`config.mk`:
```
export PLATFORM = sky130hd
export DESIGN_NAME = z_seq_cla_adder
export DESIGN_NICKNAME = d
export VERILOG_FILES = /design/src/rtl/z_seq_cla_adder.sv
export SDC_FILE = /design/constraint.sdc
export NUM_CORES = 1
export LEC_CHECK = 0
export BUFFER_PORTS_ARGS = -buffer_cell sky130_fd_sc_hd__buf_2
export CAP_MARGIN = 20
export CELL_PAD_IN_SITES_DETAIL_PLACEMENT = 0
export CELL_PAD_IN_SITES_GLOBAL_PLACEMENT = 1
export CORE_MARGIN = 4
export CORE_UTILIZATION = 40
export CTS_BUF_LIST = sky130_fd_sc_hd__clkbuf_16
export DETAILED_ROUTE_END_ITERATION = 6
export HOLD_SLACK_MARGIN = 0.03
export MAX_ROUTING_LAYER = met4
export PLACE_DENSITY_LB_ADDON = 0.1
export SLEW_MARGIN = 20
export SYNTH_ARGS = -nofsm -noshare
export SYNTH_HDL_FRONTEND = slang
export SYNTH_SLANG_ARGS = --single-unit
```
`constraint.sdc`:
```
create_clock -name clk -period 3.8 [get_ports clk]
set_clock_uncertainty 0.2 [all_clocks]
set_input_delay 0.38 -clock clk [delete_from_list [all_inputs] [get_ports clk]]
set_output_delay 0.38 -clock clk [all_outputs]
set_load 0.05 [all_outputs]
```
`src/rtl/z_seq_cla_adder.sv`:
```
// z_seq_cla_adder: multi-cycle adder, CHUNK bits per clock with in-chunk carry lookahead; Z_SEQ_ADDER_SUB_EN enables subtract
module z_seq_cla_adder #(
  parameter int WIDTH = 16,
  parameter int CHUNK = 4
) (
  input  logic             clk,
  input  logic             rst,
  input  logic             in_valid,
  output logic             in_ready,
  input  logic [WIDTH-1:0] a,
  input  logic [WIDTH-1:0] b,
  input  logic             c_in,
  input  logic             sub,
  output logic             out_valid,
  input  logic             out_ready,
  output logic [WIDTH-1:0] sum,
  output logic             c_out,
  output logic             ovf,
  output logic             grp_p,
  output logic             grp_g
);
  localparam int NCHUNK = WIDTH / CHUNK;
  localparam int IW = NCHUNK > 1 ? $clog2(NCHUNK) : 1;
  typedef enum logic [1:0] {IDLE, RUN, DONE} state_t;
  state_t state_q, state_d;
  logic [IW-1:0] idx_q, idx_d;
  logic [WIDTH-1:0] a_q, a_d, b_q, b_d, sum_q, sum_d;
  logic cy_q, cy_d, c_out_q, c_out_d, ovf_q, ovf_d, gp_q, gp_d, gg_q, gg_d;
  logic sub_eff;
  logic [CHUNK-1:0] ca, cb, p, g, s;
  logic [CHUNK:0] c;
  logic pch, gch;
`ifdef Z_SEQ_ADDER_SUB_EN
  assign sub_eff = sub;
`else
  logic unused_sub;
  assign unused_sub = sub;
  assign sub_eff = 1'b0;
`endif
  always_comb begin
    ca = a_q[idx_q*CHUNK +: CHUNK];
    cb = b_q[idx_q*CHUNK +: CHUNK];
    p = ca ^ cb;
    g = ca & cb;
    c = '0;
    c[0] = cy_q;
    gch = 1'b0;
    for (int k = 0; k < CHUNK; k++) begin
      c[k+1] = g[k] | (p[k] & c[k]);
      gch = g[k] | (p[k] & gch);
    end
    s = p ^ c[CHUNK-1:0];
    pch = &p;
  end
  always_comb begin
    state_d = state_q;
    idx_d = idx_q;
    a_d = a_q;
    b_d = b_q;
    cy_d = cy_q;
    sum_d = sum_q;
    c_out_d = c_out_q;
    ovf_d = ovf_q;
    gp_d = gp_q;
    gg_d = gg_q;
    case (state_q)
      IDLE: if (in_valid) begin
        state_d = RUN;
        idx_d = '0;
        a_d = a;
        b_d = sub_eff ? ~b : b;
        cy_d = sub_eff | c_in;
        gp_d = 1'b1;
        gg_d = 1'b0;
      end
      RUN: begin
        sum_d[idx_q*CHUNK +: CHUNK] = s;
        cy_d = c[CHUNK];
        gp_d = gp_q & pch;
        gg_d = gch | (pch & gg_q);
        idx_d = idx_q + 1'b1;
        if (idx_q == IW'(NCHUNK - 1)) begin
          state_d = DONE;
          idx_d = '0;
          c_out_d = c[CHUNK];
          ovf_d = c[CHUNK-1] ^ c[CHUNK];
        end
      end
      DONE: state_d = out_ready ? IDLE : DONE;
      default: state_d = IDLE;
    endcase
  end
  always_ff @(posedge clk) begin
    if (rst) begin
      state_q <= IDLE;
      idx_q <= '0;
      a_q <= '0;
      b_q <= '0;
      cy_q <= 1'b0;
      sum_q <= '0;
      c_out_q <= 1'b0;
      ovf_q <= 1'b0;
      gp_q <= 1'b0;
      gg_q <= 1'b0;
    end else begin
      state_q <= state_d;
      idx_q <= idx_d;
      a_q <= a_d;
      b_q <= b_d;
      cy_q <= cy_d;
      sum_q <= sum_d;
      c_out_q <= c_out_d;
      ovf_q <= ovf_d;
      gp_q <= gp_d;
      gg_q <= gg_d;
    end
  end
  assign in_ready = state_q == IDLE;
  assign out_valid = state_q == DONE;
  assign sum = sum_q;
  assign c_out = c_out_q;
  assign ovf = ovf_q;
  assign grp_p = gp_q;
  assign grp_g = gg_q;
endmodule

```
==> impl_metrics.json, run 1 <==
{
  "status": "finished clean",
  "synth_seq_cells": 57,
  "max_cap_violations": 0,
  "antenna_found_initial": 0,
  "crit_path_frequent_cell": "fa_1",
  "port_buffers": 58,
  "dieArea_sq_mm": 0.00793,
  "crit_start": "idx_q[1]",
  "p_leak_uw": 0.00135,
  "maxSlewViolCount": 0,
  "startpoint_type": "register",
  "fin_setup_tns_ns": 0,
  "io_pins": 60,
  "seq_area_frac_synth_pct": 43.4,
  "grt_pass1_wl_microns": 10300,
  "wl_per_cell_microns": 14.5,
  "cts_sinks": 57,
  "dp_cells": 410,
  "drtIter0Drc": 93,
  "synthCells": 289,
  "fmax_mhz": 328,
  "use_met3_pct": 5.81,
  "ant_nets": 0,
  "hpwl_microns": 4320,
  "ys_warn_count": 0,
  "hold_class": "in -> reg",
  "post-route-drc-count": 0,
  "rsz0062_at_grt": "no",
  "grt_start_max_net_pins": 39,
  "syn_area_per_cell_sq_um": 9.09,
  "critPathTopFamily": "adder cells",
  "drt_pass1_iterations": 6,
  "fp.dieH_microns": 89.0,
  "path_cells": "buf_4, mux4_2, inv_1, fa_1, fa_1, inv_1, fa_1, a32oi_1, nor2_1",
  "hold_buffers": 0,
  "maxSlewHeadroom_pct": 61.8,
  "cts_resized": 0,
  "setup_viol": 0,
  "use_met2_pct": 26.7,
  "vias_per_cell": 5.17,
  "worstPathArrival_ns": 3.04,
  "synth_area_sq_mm": 0.00263,
  "cp_max_fo": 8,
  "slowest_delay_ns": 0.51,
  "worst-path-buf-inv": 3,
  "end_kind": "register",
  "synth_nets": 341,
  "routed-via-count": 2197,
  "clk_pin_slew_worst_paths_ns": 0.05,
  "core-area_sq_mm": 0.00635,
  "die-width_microns": 89.0,
  "cts_root_buffer": "clkbuf_16",
  "grt_pass1_vias": 2136,
  "cts_tree": "yes",
  "critPathKind": "reg -> reg",
  "clk_latency_ns": 0.32,
  "grt_busiest_layer": "met2",
  "powerDensity_mw_per_mm2": 496,
  "hold_start": "b[10]",
  "fin_cells": 425,
  "fin_nets": 396,
  "final_util_pct": 50.4,
  "peakVddDrop_mv": 0.292,
  "r2r-start": "idx_q[1]",
  "areaGrowthSynthToFinish_pct": 21.8,
  "met1_usage_pct": 21.4,
  "min_period_over_period_pct": 80.2,
  "final_layout_size_suffix_gt1_share_pct": 24.7,
  "rows": 29,
  "synth_cell_types": 33,
  "clk_path_buf_depth": 2,
  "cts_max_level": 3,
  "cts_setup_buffers": 0,
  "required_ns": 3.80,
  "period_minus_slack_ns": 3.05,
  "globalRouteOverflowTotal": 0,
  "grt_util_all_layers_pct": 17.4,
  "tightest_slew_ns": 0.573,
  "wl_microns": 6150,
  "cts_made_buffers": 9,
  "initial_core_util_pct": 41.4,
  "crit_slowest_cell": "dfxtp_1",
  "final-hold-violation-count": 0,
  "gp_congestion": 0.797,
  "n_antenna_cell": 0
}
## flip-flops by register name (all words and copies together) (netlist names), 2 cells and up
register and flops:
state_q 2, b_q 16, idx_q 2, sum 16, a_q 16
## per-layer routing
metal | vias up | routed length [microns]
li1 | 1102 | -
met1 | 1026 | 2750
met2 | 59 | 2940
met3 | 10 | 355
met4 | 0 | 97
met5 | - | 0
## worst min-delay path, stage by stage
cell and delay [ns]:
buf_2 0.09, nand2_1 0.04, a21oi_1 0.05
## layout make-up
class / instances / area [sq um]
well taps: 77 / 96.3
clock buffers: 9 / 225
inverters: 10 / 37.5
fillers: 634 / 3150
multi-input cells: 203 / 1320
flip-flops and latches: 57 / 1140
clock inverters: 6 / 51.3
repair buffers: 63 / 328
## power breakdown
group	internal [uW]	leakage, uW	switching (uW)
Clock	492	0.000141	257
Sequential	627	0.000465	18.6
Combinational	74.9	0.000741	117
## metrics by stage
stage | setup slack (ns) | instance area, sq um | power, uW | hold slack (ns)
after global placement | 0.737 | 2920 | 849 | 0.237
after global routing | 0.594 | 3200 | 1660 | 0.0911
after CTS | 0.714 | 3200 | 1610 | 0.0830
after floorplan | 0.679 | 2630 | 798 | 0.233
after detailed placement | 0.750 | 2920 | 852 | 0.246
final | 0.754 | 3200 | 1590 | 0.0911
## logic make-up after synthesis
logic type / count (synthesis) / share of synthesized area [%]
AOI/OAI and AO/OA: 61 / 13.5
xor gates and xnor gates: 1 / 0.334
adders and majority gates: 14 / 7.81
buffers and inverters: 29 / 6.29
DFF: 57 / 43.4
muxes: 9 / 7.24
and+or+nand+nor: 118 / 21.4
## cells in the mapped netlist (all sizes together)
library cell | count | area [sq um]
a22oi | 1 | 7.51
o21a | 2 | 15.0
nor3b | 2 | 31.3
fa | 4 | 80.1
a21oi | 46 | 230
clkbuf | 8 | 30.0
and3b | 1 | 8.76
dfxtp | 57 | 1140
nand2 | 74 | 278
buf | 11 | 97.6
nand2b | 2 | 12.5
o21ai | 1 | 5.00
nor2b | 3 | 18.8
nand3 | 6 | 30.0
and4 | 1 | 8.76
a32oi | 10 | 87.6
nand4bb | 1 | 11.3
nor2 | 14 | 52.6
nand4 | 2 | 12.5
o32ai | 1 | 8.76
xnor2 | 1 | 8.76
mux2i | 1 | 10.0
nand3b | 6 | 45.0
or3b | 1 | 8.76
mux4 | 8 | 180
ha | 10 | 125
and4bb | 2 | 25.0
inv | 10 | 37.5
or3 | 3 | 18.8
## worst paths after layout
| kind | cells past startpoint | to | slack (ns) |
|---|---|---|---|
| worst max-delay path | 9 | sum[3] | 0.75 |
| worst min register to register | 2 | sum[6] | 0.25 |
| worst max register to register | 9 | sum[3] | 0.75 |
| worst min-delay path | 3 | b_q[10] | 0.09 |
## cell usage in the layout (no fill, tap or decap), types with 4 or more instances in the layout
cell type	count
a21oi_1	46
a32oi_1	10
buf_2	58
buf_4	5
clkbuf_16	9
dfxtp_1	57
fa_1	4
ha_1	10
inv_1	11
mux4_2	8
nand2_1	74
nand3_1	6
nand3b_1	6
nor2_1	14
Note: power is estimated with default switching activity, not from simulation.
==> run 2: changes to the inputs <==
--- a/config.mk
+++ b/config.mk
@@ -5,12 +5,13 @@
 export SDC_FILE = /design/constraint.sdc
 export NUM_CORES = 1
 export LEC_CHECK = 0
+export ABC_AREA = 1
 export BUFFER_PORTS_ARGS = -buffer_cell sky130_fd_sc_hd__buf_2
 export CAP_MARGIN = 20
 export CELL_PAD_IN_SITES_DETAIL_PLACEMENT = 0
 export CELL_PAD_IN_SITES_GLOBAL_PLACEMENT = 1
 export CORE_MARGIN = 4
-export CORE_UTILIZATION = 40
+export CORE_UTILIZATION = 34
 export CTS_BUF_LIST = sky130_fd_sc_hd__clkbuf_16
 export DETAILED_ROUTE_END_ITERATION = 6
 export HOLD_SLACK_MARGIN = 0.03
==> constraint.sdc (replaced) <==
create_clock -name clk -period 2.8 [get_ports clk]
set_clock_uncertainty 0.2 [all_clocks]
set_input_delay 0.28 -clock clk [delete_from_list [all_inputs] [get_ports clk]]
set_output_delay 0.28 -clock clk [all_outputs]
set_load 0.05 [all_outputs]
==> run 2 against run 1 <==
Combinational power rose to 2.8 times the previous value. Non-clock buffer count up 39. Synthesized area up 1.2%.
==> impl_metrics.json, run 2 <==
{
  "port_buffers": 58,
  "hpwl_microns": 4880,
  "path_cells": "inv_8, nor2_2, o22ai_2, fa_2, inv_2, fa_2, fa_2, inv_2, fa_1, nand2_1, nor2_2, nand2_1, a21oi_2",
  "areaGrowthSynthToFinish_pct": 39.4,
  "initial_core_util_pct": 35.9,
  "powerDensity_mw_per_mm2": 644,
  "synth_seq_cells": 57,
  "yosysMostFrequentCell": "nor2_1",
  "fin_nets": 508,
  "die-width_microns": 96.4,
  "fmax_mhz": 359,
  "final_common_cell": "nor2_1",
  "crit_start": "idx_q[0]",
  "cts_max_level": 3,
  "drtIter0Drc": 93,
  "clk_latency_ns": 0.32,
  "critPathKind": "reg -> reg",
  "cts_tree": "yes",
  "maxSlewHeadroom_pct": 57.7,
  "period_minus_slack_ns": 2.78,
  "grt_util_all_layers_pct": 16.5,
  "cp_max_fo": 7,
  "tightest_slew_ns": 0.633,
  "power.share.combinational_pct": 22.6,
  "grt_pass1_vias": 2544,
  "clk_path_buf_depth": 2,
  "hold_class": "in -> reg",
  "core-area_sq_mm": 0.00741,
  "r2r-start": "idx_q[0]",
  "cts_sinks": 57,
  "yosysTopAreaCell": "dfxtp_1",
  "hold_start": "a[1]",
  "clk_pin_slew_worst_paths_ns": 0.05,
  "synth_top_area_share_pct": 42.9,
  "setup_viol": 0,
  "seqPwrFrac_pct": 38.6,
  "async_flop_share_pct": 0,
  "min_period_over_period_pct": 99.5,
  "ys_warn_count": 0,
  "end_kind": "register",
  "synth_area_leaders": "dfxtp_1, nor2_1, o21ai_0, nand2_1, ha_1",
  "dieArea_sq_mm": 0.00930,
  "total_power_uw": 2390,
  "worstPathArrival_ns": 2.79,
  "synthCells": 361,
  "vias_per_cell": 4.63,
  "synth_cell_types": 28,
  "final_util_pct": 50.0,
  "final_layout_size_suffix_gt1_share_pct": 24.5,
  "grt_pass1_wl_microns": 11300,
  "slowest_delay_ns": 0.45,
  "multi_input_area_sq_mm": 0.00139,
  "routed-via-count": 2590,
  "gp_congestion": 0.820,
  "internal_power_uw": 1670,
  "max_cap_violations": 0,
  "final_cell_mix": "nor2_1, buf_2, nand2_1",
  "synth_area_sq_mm": 0.00266,
  "ant_nets": 0,
  "startpoint_type": "register",
  "fillers": 786,
  "final-seq-area_sq_mm": 0.00115,
  "yosys-top-cells-count": "nor2_1, dfxtp_1, nand2_1",
  "antenna_found_initial": 0,
  "io_pins": 60,
  "cts_root_buffer": "clkbuf_16",
  "seq_area_frac_synth_pct": 42.9,
  "n_antenna_cell": 0,
  "wl_per_cell_microns": 12.4,
  "post-route-drc-count": 0,
  "fin_cells": 560,
  "crit_path_frequent_cell": "fa_2",
  "clkPwrFrac_pct": 38.8,
  "rsz0062_at_grt": "yes",
  "p_leak_uw": 0.00170,
  "synth-edff-count": 0,
  "final-hold-violation-count": 0,
  "cts_made_buffers": 9,
  "synth_nets": 413,
  "peakVddDrop_mv": 0.316,
  "required_ns": 2.80,
  "p_sw_uw": 721,
  "synth_ff_type": "dfxtp_1",
  "status": "finished clean",
  "globalRouteOverflowTotal": 0,
  "rows": 31,
  "maxSlewViolCount": 0,
  "drt_pass1_iterations": 4,
  "swShare_pct": 30.2,
  "fp.dieH_microns": 96.4,
  "wl_microns": 6950,
  "crit_slowest_cell": "fa_1",
  "syn_area_per_cell_sq_um": 7.37,
  "dp_cells": 512,
  "grt_start_max_net_pins": 42
}
==> run 2: cell types whose count changed after synthesis, sizes merged, moves of 3 or more <==
cell    previous run  this run
nor2b              3         0
o21ai              1        54
mux4               8         0
or3                3         0
nand3b             6         0
a21oi             46        23
nand3              6        13
a32oi             10         0
inv               10        23
o22ai              0         4
nand2             74        60
nor2              14        85
==> run 2: logic make-up after synthesis <==
group	count (synthesis)	synth area share [%]
adders and majority gates	14	7.72
DFF	57	42.9
buffers and inverters	42	7.29
xor gates and xnor gates	1	0.329
AOI/OAI and AO/OA	83	16.0
and+or+nand+nor	164	25.8
==> run 2: through the flow <==
stage / hold WS (ns) / cell area (sq um) / setup TNS, ns / worst slack, ns
after floorplan: 0.215 / 2720 / -0.283 / -0.102
after global placement: 0.249 / 3100 / -0.129 / -0.0664
after detailed placement: 0.252 / 3100 / -0.143 / -0.0665
after CTS: 0.0303 / 3700 / -0.00800 / -0.00800
after global routing: 0.0487 / 3710 / -0.289 / -0.132
final: 0.0257 / 3710 / 0 / 0.0151
==> run 2: power by group through the flow <==
stage	clock network (uW)	registers (uW)	logic [uW]
2_1_floorplan	0	965	336
3_3_place_gp	0	937	497
3_5_place_dp	0	936	503
4_1_cts	947	922	546
5_1_grt	976	929	607
6_report	926	921	539
==> run 2: worst paths after layout <==
kind / end / slack, ns / cells past startpoint
worst max-delay path: sum[7] / 0.02 / 13
worst min-delay path: a_q[1] / 0.03 / 3
worst max register to register: sum[7] / 0.02 / 13
worst min register to register: grp_p / 0.26 / 2
==> run 2: repair_timing <==
item | in CTS | in global routing
endpoints found under the hold margin | 31 | 0
endpoints found under the setup margin | 4 | 5
hold buffers | 31 | 0
resized for setup | 6 | 3
pin swaps | 6 | 3
setup buffers | 1 | 0
==> run 2: layout make-up <==
cell class              count  area share (%)
inverters                  24            2.67
well taps                  99            3.34
clock buffers               9            6.08
multi-input cells         262            37.4
repair buffers            102            18.8
clock inverters             7           0.777
flip-flops and latches     57            30.9
==> run 2: worst max-delay path, delay by kind of cell, from the launching register on <==
family	cells	cell delay [ns]
fa+ha+maj	4	1.38
flops	1	0.38
simple gates	4	0.25
compound gates	2	0.25
buf+inv	3	0.20
==> run 2: layer usage <==
| layer | wire [microns] | global-route usage, % | vias to the layer above | share of wire (%) |
|---|---|---|---|---|
| met4 | 82 | 4.56 | 0 | 1.2 |
| met3 | 278 | 5.42 | 8 | 4.0 |
| met5 | 0 | - | - | 0 |
| met1 | 2990 | 17.6 | 1174 | 43 |
| met2 | 3590 | 29.2 | 46 | 52 |
| li1 | - | - | 1362 | - |
